`config.mk`:
```
export PLATFORM = sky130hd
export DESIGN_NAME = dpram_req_adapter
export DESIGN_NICKNAME = d
export VERILOG_FILES = /design/src/rtl/dpram_adapter_pkg.sv /design/src/rtl/dpram_rsp_fifo.sv /design/src/rtl/dpram_req_adapter.sv
export SDC_FILE = /design/constraint.sdc
export NUM_CORES = 1
export LEC_CHECK = 0
export BUFFER_PORTS_ARGS = -buffer_cell sky130_fd_sc_hd__buf_2
export CAP_MARGIN = 20
export CELL_PAD_IN_SITES_DETAIL_PLACEMENT = 2
export CELL_PAD_IN_SITES_GLOBAL_PLACEMENT = 2
export CORE_MARGIN = 3
export CORE_UTILIZATION = 25
export DETAILED_ROUTE_END_ITERATION = 6
export PLACE_DENSITY = 0.78
export SKIP_LAST_GASP = 1
export SYNTH_ARGS = -nofsm -noshare
export SYNTH_HDL_FRONTEND = slang
export SYNTH_SLANG_ARGS = --single-unit
```
`constraint.sdc`:
```
create_clock -name clk_i -period 2.85 [get_ports clk_i]
set_clock_uncertainty 0.1 [all_clocks]
set_input_delay 0.57 -clock clk_i [delete_from_list [all_inputs] [get_ports clk_i]]
set_output_delay 0.57 -clock clk_i [all_outputs]
set_load 0.03 [all_outputs]
```
`src/rtl/dpram_adapter_pkg.sv`:
```
// -----------------------------------------------------------------------------
// dpram_adapter_pkg
// Shared types for the dual-port RAM request adapter and its response FIFO.
//   WORD_BYTES  : bytes per RAM word (byte address -> word address shift)
//   rsp_entry_t : one queued response {rdata, err}
//   inflight_t  : response owed for the request accepted in the previous cycle
// -----------------------------------------------------------------------------
package dpram_adapter_pkg;

    localparam int unsigned WORD_BYTES = 4;

    typedef struct packed {
        logic [31:0] rdata;
        logic        err;
    } rsp_entry_t;

    typedef struct packed {
        logic valid;
        logic is_read;
        logic err;
    } inflight_t;

endpackage

```
`src/rtl/dpram_rsp_fifo.sv`:
```
// -----------------------------------------------------------------------------
// dpram_rsp_fifo
// Synchronous Depth x rsp_entry_t FIFO holding responses the requester has
// not yet taken.
//   clk_i, rst_ni : clock, asynchronous active-low reset (pointers/count)
//   push_i/data_i : write one entry at the tail
//   pop_i/data_o  : data_o is the head; pop_i removes it
//   count_o       : number of stored entries
//   empty_o/full_o: status flags
// -----------------------------------------------------------------------------
module dpram_rsp_fifo
    import dpram_adapter_pkg::*;
#(
    parameter  int unsigned Depth = 2,
    localparam int unsigned PtrW  = (Depth > 1) ? $clog2(Depth) : 1,
    localparam int unsigned CntW  = $clog2(Depth + 1)
) (
    input  logic            clk_i,
    input  logic            rst_ni,
    input  logic            push_i,
    input  rsp_entry_t      data_i,
    input  logic            pop_i,
    output rsp_entry_t      data_o,
    output logic [CntW-1:0] count_o,
    output logic            empty_o,
    output logic            full_o
);

    rsp_entry_t       r_mem [Depth];
    logic [PtrW-1:0]  r_wr_ptr;
    logic [PtrW-1:0]  r_rd_ptr;
    logic [CntW-1:0]  r_count;

    // Entry storage carries no reset; only pointers and count define validity.
    always_ff @(posedge clk_i) begin
        if (push_i) begin
            r_mem[r_wr_ptr] <= data_i;
        end
    end

    always_ff @(posedge clk_i or negedge rst_ni) begin
        if (!rst_ni) begin
            r_wr_ptr <= '0;
            r_rd_ptr <= '0;
            r_count  <= '0;
        end else begin
            if (push_i) begin
                r_wr_ptr <= (r_wr_ptr == PtrW'(Depth - 1)) ? '0 : r_wr_ptr + 1'b1;
            end
            if (pop_i) begin
                r_rd_ptr <= (r_rd_ptr == PtrW'(Depth - 1)) ? '0 : r_rd_ptr + 1'b1;
            end
            case ({push_i, pop_i})
                2'b10:   r_count <= r_count + 1'b1;
                2'b01:   r_count <= r_count - 1'b1;
                default: r_count <= r_count;
            endcase
        end
    end

    assign data_o  = r_mem[r_rd_ptr];
    assign count_o = r_count;
    assign empty_o = (r_count == '0);
    assign full_o  = (r_count == CntW'(Depth));

endmodule

```
`src/rtl/dpram_req_adapter.sv`:
```
// -----------------------------------------------------------------------------
// dpram_req_adapter
// Valid/ready request/response front end for one port of the 32-bit dual-port
// RAM. Byte addresses become word addresses; the registered RAM read data is
// returned one cycle after accept, either bypassed straight to the requester
// or parked in a small response FIFO when the requester back-pressures.
//   clk_i, rst_ni                : clock, asynchronous active-low reset
//   req_valid_i/req_ready_o      : request handshake
//   req_addr_i/we/wdata/be       : byte address, write flag, data, byte enables
//   rsp_valid_o/rsp_ready_i      : response handshake (one per request, in order)
//   rsp_rdata_o/rsp_err_o        : read data (0 for writes/errors), error flag
//   mem_addr/din/be/wren/rden_o  : RAM port controls, combinational from request
//   mem_dout_i                   : RAM read data, valid the cycle after rden
// Build option: define DPRAM_ADAPTER_RANGE_CHECK_EN to flag out-of-range or
// misaligned addresses as error responses that do not touch the RAM.
// -----------------------------------------------------------------------------
module dpram_req_adapter
    import dpram_adapter_pkg::*;
#(
    parameter  int unsigned DataWidth     = 32,
    parameter  int unsigned Depth         = 1024,
    parameter  int unsigned AddrWidth     = $clog2(Depth),
    parameter  int unsigned ByteAddrWidth = 32,
    parameter  int unsigned RspDepth      = 2,
    localparam int unsigned CntW          = $clog2(RspDepth + 1)
) (
    input  logic                     clk_i,
    input  logic                     rst_ni,
    input  logic                     req_valid_i,
    output logic                     req_ready_o,
    input  logic [ByteAddrWidth-1:0] req_addr_i,
    input  logic                     req_we_i,
    input  logic [DataWidth-1:0]     req_wdata_i,
    input  logic [DataWidth/8-1:0]   req_be_i,
    output logic                     rsp_valid_o,
    input  logic                     rsp_ready_i,
    output logic [DataWidth-1:0]     rsp_rdata_o,
    output logic                     rsp_err_o,
    output logic [AddrWidth-1:0]     mem_addr_o,
    output logic [DataWidth-1:0]     mem_din_o,
    output logic [DataWidth/8-1:0]   mem_be_o,
    output logic                     mem_wren_o,
    output logic                     mem_rden_o,
    input  logic [DataWidth-1:0]     mem_dout_i
);

    inflight_t        r_inflight;
    logic             w_accept;
    logic             w_addr_err;
    logic             w_pop;
    logic             w_fifo_push;
    logic             w_fifo_pop;
    logic             w_fifo_empty;
    logic             w_fifo_full;
    logic [CntW-1:0]  w_fifo_cnt;
    logic [CntW:0]    w_credit_used;
    rsp_entry_t       w_fifo_head;
    rsp_entry_t       w_bypass_rsp;
    rsp_entry_t       w_rsp;

`ifdef DPRAM_ADAPTER_RANGE_CHECK_EN
    // One extra bit so Depth*4 is representable even when it equals 2**ByteAddrWidth.
    localparam logic [ByteAddrWidth:0] AddrLimit = (ByteAddrWidth + 1)'(Depth * WORD_BYTES);
    assign w_addr_err = ({1'b0, req_addr_i} >= AddrLimit) || (req_addr_i[1:0] != 2'b00);
`else
    logic w_unused_addr;
    assign w_addr_err    = 1'b0;
    assign w_unused_addr = ^req_addr_i;
`endif

    // ---------------- request side ----------------
    // Slots owed after this edge = queued + in flight - leaving now; a new
    // accept may only take a slot that is guaranteed to exist.
    assign w_credit_used = {1'b0, w_fifo_cnt} + (CntW + 1)'(r_inflight.valid)
                         - (CntW + 1)'(w_pop);
    assign req_ready_o   = (w_credit_used < (CntW + 1)'(RspDepth));
    assign w_accept      = req_valid_i & req_ready_o;

    assign mem_addr_o = req_addr_i[AddrWidth+1:2];
    assign mem_din_o  = req_wdata_i;
    assign mem_be_o   = req_be_i;
    assign mem_wren_o = w_accept &  req_we_i & ~w_addr_err;
    assign mem_rden_o = w_accept & ~req_we_i & ~w_addr_err;

    always_ff @(posedge clk_i or negedge rst_ni) begin
        if (!rst_ni) begin
            r_inflight <= '0;
        end else begin
            r_inflight.valid   <= w_accept;
            r_inflight.is_read <= w_accept & ~req_we_i;
            r_inflight.err     <= w_accept & w_addr_err;
        end
    end

    // ---------------- response side ----------------
    always_comb begin
        w_bypass_rsp       = '0;
        w_bypass_rsp.err   = r_inflight.err;
        w_bypass_rsp.rdata = (r_inflight.is_read && !r_inflight.err) ? 32'(mem_dout_i) : '0;
    end

    // FIFO head has priority so order is kept; the in-flight entry goes straight
    // out only when nothing older is waiting.
    always_comb begin
        w_rsp = '0;
        if (!w_fifo_empty) begin
            w_rsp = w_fifo_head;
        end else if (r_inflight.valid) begin
            w_rsp = w_bypass_rsp;
        end
    end

    assign rsp_valid_o = ~w_fifo_empty | r_inflight.valid;
    assign rsp_rdata_o = DataWidth'(w_rsp.rdata);
    assign w_pop       = rsp_valid_o & rsp_ready_i;
    assign w_fifo_pop  = ~w_fifo_empty & rsp_ready_i;
    // mem_dout_i is not held, so any in-flight response not bypassed-and-taken
    // this cycle must be captured now.
    assign w_fifo_push = r_inflight.valid & ~(w_fifo_empty & rsp_ready_i) & ~w_fifo_full;

`ifdef DPRAM_ADAPTER_RANGE_CHECK_EN
    assign rsp_err_o = w_rsp.err;
`else
    logic w_unused_err;
    assign rsp_err_o    = 1'b0;
    assign w_unused_err = w_rsp.err;
`endif

    dpram_rsp_fifo #(
        .Depth (RspDepth)
    ) u_rsp_fifo (
        .clk_i   (clk_i),
        .rst_ni  (rst_ni),
        .push_i  (w_fifo_push),
        .data_i  (w_bypass_rsp),
        .pop_i   (w_fifo_pop),
        .data_o  (w_fifo_head),
        .count_o (w_fifo_cnt),
        .empty_o (w_fifo_empty),
        .full_o  (w_fifo_full)
    );

endmodule
```
# --- Word level (Yosys, flattened, before mapping) ---
# Memories as Yosys holds them, arrays and structs flattened.
# Index checks and enable logic that the tools add are counted.
totals:
  wordCells: 39
  output_inout_bits: 83
  mem_count: 1
  input_bits: 105
  reg_bits: 6
  mem_bits_rw: 64
op_classes:
  n_lt_le_gt_ge: 1
  n_eq_ne: 3
  reduce_logical: 2
  n_addsub: 6
  bitwise: 13
  n_mux: 8
memory_table:
  columns: ["memory", "depth", "width", "rd", "rd_ports_with_merged_regs", "wr", "line", "text"]
  rows:
  - ["u_rsp_fifo.r_mem", 2, 32, 1, 0, 1, "dpram_rsp_fifo.sv:29", "rsp_entry_t r_mem [Depth];"]
op_table:
  columns: ["cell", "n"]
  rows:
  - ["33-bit two-way mux", 2]
  - ["32-bit two-way mux", 1]
  - ["1-bit AND", 8]
  - ["2-bit equality test (second input constant)", 2]
  - ["1-bit two-way mux", 4]
  - ["1-bit inverter", 4]
  - ["2-bit one-hot mux with 2 select lines", 1]
  - ["2-bit by 1-bit adder with 3-bit output", 1]
  - ["3-bit by 2-bit less-than comparator with 1-bit output (second input constant)", 1]
  - ["3-bit by 1-bit subtractor with 3-bit output", 1]
  - ["1-bit adder (second input constant)", 2]
  - ["2-bit by 1-bit adder with 2-bit output (second input constant)", 1]
  - ["2-bit by 1-bit equality test with 1-bit output (second input constant)", 1]
  - ["2-bit logical NOT", 1]
  - ["2-bit nonzero test", 1]
  - ["2-bit by 1-bit subtractor with 2-bit output (second input constant)", 1]
  - ["1-bit OR", 1]

# --- Longest topological paths before layout ---
# Gate-level depths: netlist (run 1).
logic_depth:
  depth_word: 8
  ltp_mapped: 9
  ltp_nobuf: 8

# --- Hierarchy ---
# A second synthesis (run 1) with hierarchy kept.
hier_totals:
  cells_unflattened: 325
  area_unflattened_um2: 3865.0
by_module_without_submodules:
  columns: ["module", "cells_per_inst", "instances", "area_each_um2", "seq_area_each_um2"]
  rows:
  - ["dpram_rsp_fifo", 119, 1, 2717.6, 2082.0]
  - ["dpram_req_adapter", 206, 1, 1147.4, 50.0]

# --- Least setup slack after synthesis (run 1) ---
# OpenSTA, ideal clock, no wires.
synth_path:
  kind: "register to output"
  start: "reg u_rsp_fifo.r_count[1] (netlist: u_rsp_fifo.count_o[1])"
  end: "out mem_wren_o"
  setup_slack_ns: -0.532
  arrival_ns: 2.712
  path_buffers: 0
  path_stages_with_launch: 9
  cell_sequence: "dfrtp_1 or3_1 and2_1 ha_1 nand2b_1 fa_1 xnor2_1 and2_4 and3_1"
synth_between:
  elab_chain_cells: 8
  elab_cells_between_ends: 9
  classes_between: "add/sub: 2; order compare: 1; bitwise: 5; reduce/logical: 1"
synth_lines:
  columns: ["element", "line", "text"]
  rows:
  - ["from (decl)", "dpram_rsp_fifo.sv:32", "logic [CntW-1:0] r_count;"]
  - ["from (signal assigned)", "dpram_rsp_fifo.sv:54", "2'b10: r_count <= r_count + 1'b1;"]
  - ["from (signal assigned)", "dpram_rsp_fifo.sv:55", "2'b01: r_count <= r_count - 1'b1;"]
  - ["from (signal assigned)", "dpram_rsp_fifo.sv:56", "default: r_count <= r_count;"]
  - ["2-bit logical NOT", "dpram_rsp_fifo.sv:63", "assign empty_o = (r_count == '0);"]
  - ["1-bit inverter", "dpram_req_adapter.sv:113", "assign rsp_valid_o = ~w_fifo_empty | r_inflight.valid;"]
  - ["1-bit OR", "dpram_req_adapter.sv:113", null]
  - ["net rsp_valid_o", "dpram_req_adapter.sv:35", "output logic rsp_valid_o,"]
  - ["1-bit AND", "dpram_req_adapter.sv:115", "assign w_pop = rsp_valid_o & rsp_ready_i;"]
  - ["3-bit by 1-bit subtractor with 3-bit output", "dpram_req_adapter.sv:75", "- (CntW + 1)'(w_pop);"]
  - ["3-bit by 2-bit less-than comparator with 1-bit output", "dpram_req_adapter.sv:76", "assign req_ready_o = (w_credit_used < (CntW + 1)'(RspDepth));"]
  - ["net req_ready_o", "dpram_req_adapter.sv:30", "output logic req_ready_o,"]
  - ["1-bit AND", "dpram_req_adapter.sv:77", "assign w_accept = req_valid_i & req_ready_o;"]
  - ["1-bit AND", "dpram_req_adapter.sv:82", "assign mem_wren_o = w_accept & req_we_i & ~w_addr_err;"]
  - ["to (decl)", "dpram_req_adapter.sv:42", "output logic mem_wren_o,"]
# The timed path passes the listed nets, and every way through them passes these cells.

# --- Worst setup path in the final report (run 1) ---
layout_path:
  start: "reg u_rsp_fifo.r_count[0] (netlist: u_rsp_fifo.count_o[0])"
  end: "out mem_wren_o"
layout_between:
  elab_chain_cells: 8
  elab_cells_between_ends: 9
  classes_between: "add/sub: 2; order compare: 1; bitwise: 5; reduce/logical: 1"
layout_lines:
  columns: ["element", "line"]
  rows:
  - ["2-bit logical NOT", "dpram_rsp_fifo.sv:63"]
  - ["1-bit inverter", "dpram_req_adapter.sv:113"]
  - ["1-bit OR", "dpram_req_adapter.sv:113"]
  - ["1-bit AND", "dpram_req_adapter.sv:115"]
  - ["3-bit by 1-bit subtractor with 3-bit output (*)", "dpram_req_adapter.sv:75"]
  - ["3-bit by 2-bit less-than comparator with 1-bit output (*)", "dpram_req_adapter.sv:76"]
  - ["1-bit AND (*)", "dpram_req_adapter.sv:77"]
  - ["1-bit AND (*)", "dpram_req_adapter.sv:82"]
# Every way passes the cells marked *; elsewhere a longest branch is shown, timed or not.

==> results of run 1 <==
through the flow:
stage                     util, %  setup TNS (ns)  area (um^2)
final                        30.2           -1.00         4220
after global routing         30.2           -1.31         4220
after CTS                    30.1           -1.15         4210
after detailed placement     27.9          -0.315         3900
after global placement       27.9          -0.190         3900
after floorplan                 -          -0.283         3670
power groups by stage:
stage | combinational [mW] | clock, mW | sequential (mW)
2_1_floorplan | 1.60 | 0 | 1.37
3_3_place_gp | 1.89 | 0 | 1.41
3_5_place_dp | 1.95 | 0 | 1.42
4_1_cts | 1.97 | 1.12 | 1.40
5_1_grt | 2.11 | 1.17 | 1.42
6_report | 1.94 | 1.08 | 1.40
cells by family after synthesis:
logic type,after synthesis
buf+inv,68
mux,32
compound gates,33
other cells,1
simple gates,77
flops,70
xor+xnor,6
fa+ha+maj,3
state kept, by name, indices dropped and copies added, names as in the netlist:
signal / cells
u_rsp_fifo.r_rd_ptr: 1
u_rsp_fifo.r_mem: 64
u_rsp_fifo.r_wr_ptr: 1
u_rsp_fifo.count_o: 2
r_inflight: 2
worst max-delay path, cell delays in order, from the launching register on:
cell,delay [ns]
dfrtp_2,0.40
or3_4,0.38
and2_4,0.16
ha_4,0.20
nand2b_4,0.13
fa_2,0.55
and2_4,0.15
and3_4,0.17
buf_6,0.12
placed cells by master (no fill, tap or decap), drive strengths merged, types with 3 or more instances in the layout:
| cell | count |
|---|---|
| buf | 87 |
| edfxtp | 64 |
| and2 | 34 |
| nand3 | 33 |
| o21ai | 33 |
| mux2i | 32 |
| clkbuf | 11 |
| nor2 | 6 |
| dfrtp | 6 |
| xnor2 | 4 |
| clkinv | 4 |
| inv | 3 |
how the worst min path moves through the flow:
stage / to / slack [ns] / depth (start not counted)
2_1_floorplan: r_inflight[1]$_DFF_PN0_ / 0.17 / 0
3_3_place_gp: r_inflight[1]$_DFF_PN0_ / 0.31 / 1
3_5_place_dp: r_inflight[1]$_DFF_PN0_ / 0.31 / 1
4_1_cts: r_inflight[1]$_DFF_PN0_ / 0.33 / 2
5_1_grt: r_inflight[1]$_DFF_PN0_ / 0.33 / 2
6_report: r_inflight[1]$_DFF_PN0_ / 0.34 / 2
cell type report:
cell class / count / area share, %
clock buffers: 11 / 5.75
multi-input cells: 152 / 26.2
well taps: 180 / 5.34
flip-flops and latches: 70 / 49.2
inverters: 3 / 0.267
clock inverters: 5 / 1.16
repair buffers: 88 / 12.1
repair_timing:
| item | 4_1_cts | 5_1_grt |
|---|---|---|
| pin swaps | 3 | 0 |
| setup buffers | 0 | 0 |
| gates cloned | 0 | 0 |
| gates resized for setup | 3 | 3 |
| endpoints found under the setup margin | 3 | 3 |
| hold buffers | 1 | 0 |
| endpoints found under the hold margin | 6 | 0 |
layer usage:
metal	vias up	share of wire [%]	track usage [%]
met5	-	0	0
met2	69	53	19.5
met3	21	6.3	3.73
li1	1042	-	-
met4	0	1.3	3.47
met1	1117	40	12.2
==> metrics.md, run 1 <==
| Metric | Value |
|---|---|
| Status | finished, violations left |
| Violated checks | negative setup slack |
| Initial antenna violation count | 0 |
| Worst setup margin | -0.400 ns |
| Root Buffer | clkbuf_16 |
| Remaining routing DRC violations | 0 |
| Critical path class | flip-flop to output port |
| Top-count cell post-synth | edfxtp_1 |
| Post-synthesis cell area | 3600 um^2 |
| Combinational share of power | 43.9% |
| CP endpoint | mem_wren_o |
| Yosys cell types | 27 |
| Number of max-cap violations | 0 |
| CTS tree | yes |
| EDFF count, synth | 64 |
| Commonest cells post-synth | edfxtp_1, buf_4, and2_1, nand3_1, mux2i_1 |
| Final number of setup-violating endpoints | 3 |
| Synth area leaders | edfxtp_1, buf_4, mux2i_1 |
| ANT nets after route | 0 |
| Post-synthesis xor/xnor area fraction | 1.67% |
| Fmax | 308 MHz |
| Core ar. | 14,000 um^2 |
| Sw Share | 39.4% |
| Final-layout fill cell count | 1,529 |
| Startpoint class of the critical path | flip-flop |
| Multiplexer share of the synthesized area | 8.89% |
| WL final | 8.37 mm |
| Final hold slack | 0.338 ns |
| DP Worst Slack | -0.170 ns |
| Flops & latches, synth | 70 |
| Wire length of the first global-routing pass | 13.6 mm |
| Reg-to-reg slack, setup | 0.53 ns |
| Reg clk slew, reported paths | 0.05 ns |
| RR Startpoint | u_rsp_fifo.count_o[0]$_DFFE_PN0P_ |
| Fin crit period | 3.25 ns |
| DIE WIDTH | 126 um |
| CP max FO | 2 |
| Critical Path Start | u_rsp_fifo.count_o[0]$_DFFE_PN0P_ |
| Cells after Synth | 290 |
| DR vias | 2,249 |
| Placed instance count | 492 |
| Avg Synthesized Cell Area | 12.4 um^2 |
| Largest net degree at the start of global routing | 35 |
| Cell-internal power | 2.68 mW |
| Max clock buf depth | 2 |
| IO Count | 188 |
| Worst-Skew Late Latency | 0.32 ns |
| Leak | 1.70 nW |
| Worst Hold Class | primary input to flip-flop |
| Vias in the first global route | 2,576 |
| GRT Total Usage | 10.9% |
| Syn nets | 398 |
| Num rows | 43 |
| Chip Height | 126 um |
| RSZ-0062 raised after global routing | true |
| Synth Area in Simple Gates | 12.2% |
| Final Power | 4.42 mW |
| H-tree depth | 3 |
| Register area | 2080 um^2 |
| NumNets Final | 432 |
| Crit path DAT | 2.58 ns |
| Max VDD drop | 0.680 mV |
| Hold Vio Cnt, Final | 0 |
| HP Start | req_we_i |
| Share of the synthesized area in the top cell type | 53.3% |
| Die area | 15,900 um^2 |
| Fin cells | 509 |
| Layout cells sized above 1 | 36.2% |
| Multi-input gate area | 1110 um^2 |
| Sw Pwr | 1.74 mW |
| Relative slew slack | 61.7% |
| Vias per Instance | 4.42 |
| DR iter-0 viols | 91 |
| Pwr per Cell Area | 1050 nW/um^2 |
| CTS Buf Count | 9 |
| TritonRoute pass-1 iters | 4 |
| Inserted Diodes | 0 |
| R2R cell count | 8 |
| Ys async rst share | 8.57% |
| Reg power frac | 31.6% |
| Final period util | 114% |
| Endpoint type of the worst setup path | output port |
| Adder-Cell Fraction of Synth Area | 1.25% |
| Seq/Total Area, Yosys | 57.5% |
| Grt total ovfl | 0 |
| Post-DR wirelength/cell | 16.4 um |
| Area leader, netlist | edfxtp_1 |
| WP data required | 2.18 ns |
| Area Growth Syn to Fin | 17.1% |
| Port Buffer Count | 72 |
| Post-synthesis compound-gate area fraction | 4.69% |
| Main combinational cell family by area after synthesis | buffers and inverters |
| Reg-to-Reg End | r_inflight[2]$_DFF_PN0_ |
| Sinks on Clock Net | 70 |
| Post-DP HPWL | 5.88 mm |
| GP Congestion | 0.687 |
| Worst-Margin Slew | 0.575 ns |
| Max Slew Vio Count | 0 |
| Synthesis Warnings | 0 |
| Clock power frac | 24.5% |
| Initial core utilization | 25.8% |
| Primary FF master, synth | edfxtp_1 |
Note: power is estimated with default switching activity, not from simulation.
==> inputs of run 2 (changes only) <==
--- a/config.mk
+++ b/config.mk
@@ -13,6 +13,7 @@
 export CORE_UTILIZATION = 25
 export DETAILED_ROUTE_END_ITERATION = 6
 export PLACE_DENSITY = 0.78
+export SKIP_CTS_REPAIR_TIMING = 1
 export SKIP_LAST_GASP = 1
 export SYNTH_ARGS = -nofsm -noshare
 export SYNTH_HDL_FRONTEND = slang
==> run 2 against run 1 <==
The flow still finishes with violations (negative setup slack). Count of clock-buffer cells in the layout is the same. Non-clock buffer count is the same. Utilization about the same. Cell count is the same. Hold slack gained 0.0033 ns.
==> metrics.md, run 2 (synthesized netlist as in run 1, its figures left out) <==
| Metric | Value |
|---|---|
| Commonest cells after routing, fill and taps aside | buf_2, edfxtp_1, and2_1, mux2i_1, nand3_1 (was buf_2, edfxtp_1, nand3_1) |
| Worst path bufs/invs | 1 (unchanged) |
| Top cell by count, worst path | and2_4 (unchanged) |
| Crit path DAT | 2.59 ns (was 2.58 ns) |
| RR Startpoint | u_rsp_fifo.count_o[0]$_DFFE_PN0P_ (unchanged) |
| IO Count | 188 (unchanged) |
| GRT Total Usage | 10.9% (about the same) |
| Setup_tns | -1.04 ns (was -1.00 ns) |
| Register with the most flip-flops | u_rsp_fifo.r_mem (unchanged) |
| WP data required | 2.18 ns (about the same) |
| Relative slew slack | 61.6% (was 61.7%) |
| Area Growth Syn to Fin | 17.2% (was 17.1%) |
| Met1 Resource Use GR | 12.2% (about the same) |
| Fmax | 307 MHz (was 308 MHz) |
| Startpoint class of the critical path | flip-flop (unchanged) |
| Vias per Instance | 4.41 (was 4.42) |
| Status | finished, violations left (unchanged) |
| Worst Hold Class | primary input to flip-flop (unchanged) |
| Max VDD drop | 0.476 mV (was 0.680 mV) |
| CTS Buf Count | 9 (unchanged) |
| WL final | 8.36 mm (was 8.37 mm) |
| Top Family by Delay on Critical Path | simple AND/OR/NAND/NOR gates (unchanged) |
| H-tree depth | 3 (unchanged) |
| Initial antenna violation count | 0 (unchanged) |
| Placed instance count | 492 (unchanged) |
| Layout cells sized above 1 | 36.5% (was 36.2%) |
| Final Power | 4.41 mW (was 4.42 mW) |
| Worst-Skew Late Latency | 0.32 ns (about the same) |
| Sequence of cells on the critical path | or3_4 -> and2_4 -> ha_4 -> nand2b_4 -> fa_2 -> xnor2_2 -> and2_4 -> and3_4 -> buf_6 (was or3_4 -> and2_4 -> ha_4 -> nand2b_4 -> fa_2 -> and2_4 -> and3_4 -> buf_6) |
| Violated checks | negative setup slack (unchanged) |
| Max Slew Vio Count | 0 (unchanged) |
| Max incr delay on CP | 0.40 ns (was 0.55 ns) |
| CP max stage cell | dfrtp_2 (was fa_2) |
| Reg-to-reg slack, setup | 0.56 ns (was 0.53 ns) |
| CTS tree | yes (unchanged) |
| Root Buffer | clkbuf_16 (unchanged) |
| Endpoint type of the worst setup path | output port (unchanged) |
| Critical path class | flip-flop to output port (unchanged) |
| Post-DP HPWL | 5.88 mm (unchanged) |
| Pwr per Cell Area | 1040 nW/um^2 (was 1050 nW/um^2) |
| Reg-to-Reg End | r_inflight[2]$_DFF_PN0_ (unchanged) |
| Final period util | 114% (about the same) |
| Total stage count of the critical path | 9 (was 8) |
| Hold Vio Cnt, Final | 0 (unchanged) |
| Max clock buf depth | 2 (unchanged) |
| Vias in the first global route | 2,564 (was 2,576) |
| ANT nets after route | 0 (unchanged) |
| CP endpoint | mem_wren_o (unchanged) |
| Worst-Margin Slew | 0.576 ns (was 0.575 ns) |
| GP Congestion | 0.687 (unchanged) |
| CP max FO | 2 (unchanged) |
| Port Buffer Count | 72 (unchanged) |
| Largest net degree at the start of global routing | 35 (unchanged) |
| Worst setup margin | -0.409 ns (was -0.400 ns) |
| Initial core utilization | 25.8% (unchanged) |
| GR peak layer | met2 (unchanged) |
| Post-DR wirelength/cell | 16.4 um (about the same) |
| Chip Height | 126 um (unchanged) |
| Fin crit period | 3.26 ns (was 3.25 ns) |
| R2R cell count | 8 (unchanged) |
| Max reg flops | 64 (unchanged) |
| RSZ-0062 raised after global routing | true (unchanged) |
| DR vias | 2,245 (was 2,249) |
| Sinks on Clock Net | 70 (unchanged) |
| Num rows | 43 (unchanged) |
| Critical Path Start | u_rsp_fifo.count_o[0]$_DFFE_PN0P_ (unchanged) |
| Wire length of the first global-routing pass | 13.6 mm (about the same) |
| DIE WIDTH | 126 um (unchanged) |
| Core ar. | 14,000 um^2 (unchanged) |
| Inserted Diodes | 0 (unchanged) |
| DP Worst Slack | -0.170 ns (unchanged) |
| Met3 usage | 3.73% (unchanged) |
| Most common cell after layout, fill and taps aside | buf_2 (unchanged) |
| Reg clk slew, reported paths | 0.05 ns (about the same) |
| Number of max-cap violations | 0 (unchanged) |
| Leak | 1.70 nW (about the same) |
| Remaining routing DRC violations | 0 (unchanged) |
| TritonRoute pass-1 iters | 4 (unchanged) |
| Grt total ovfl | 0 (unchanged) |
| NumNets Final | 432 (unchanged) |
| Fin cells | 509 (unchanged) |
| DR iter-0 viols | 95 (was 91) |
| Die area | 15,900 um^2 (unchanged) |
| Met2 Use GR | 19.4% (was 19.5%) |
| Final number of setup-violating endpoints | 3 (unchanged) |
[run 2: cell count changes in the layout (fill, tap and decap cells not counted)]
cell     delta
buf_4       -1
nand3_1     -1
nand3_2     +1
buf_2       +1
[run 2: worst min-delay path by stage]
stage               slack (ns)                       to  cells after the start      from
floorplan                 0.17  r_inflight[1]$_DFF_PN0_                      0    rst_ni
global placement          0.31  r_inflight[1]$_DFF_PN0_                      1    rst_ni
detailed placement        0.31  r_inflight[1]$_DFF_PN0_                      1    rst_ni
CTS                      -0.04  r_inflight[1]$_DFF_PN0_                      1    rst_ni
global route              0.33  r_inflight[1]$_DFF_PN0_                      2  req_we_i
finish                    0.34  r_inflight[1]$_DFF_PN0_                      2  req_we_i
[run 2: per-stage QoR]
stage,instance area (um^2),util [%],hold WS [ns]
floorplan,3670,-,0.174
global placement,3900,27.9,0.306
detailed placement,3900,27.9,0.313
CTS,4200,30.0,-0.0389
global route,4220,30.2,0.334
finish,4220,30.2,0.341
[run 2: report_power, final]
group | switching (mW) | internal [mW] | leakage, nW
registers | 0.110 | 1.29 | 0.702
clock network | 0.387 | 0.693 | 0.147
logic | 1.24 | 0.685 | 0.852
[run 2: final cells by class]
cell class,instances,area (um^2)
Tap cell,180,225
Timing Repair Buffer,88,508
Fill cell,1529,9770
Clock buffer,11,243
Sequential cell,70,2080
Multi-Input combinational cell,152,1110
Clock inverter,5,48.8
Inverter,3,11.3
[run 2: metal layers]
layer | share of wire, % | wire length (um) | up-vias
met3 | 6.0 | 498 | 19
met5 | 0 | 0 | -
met4 | 1.2 | 98 | 0
met2 | 53 | 4400 | 66
li1 | - | - | 1042
met1 | 40 | 3370 | 1118
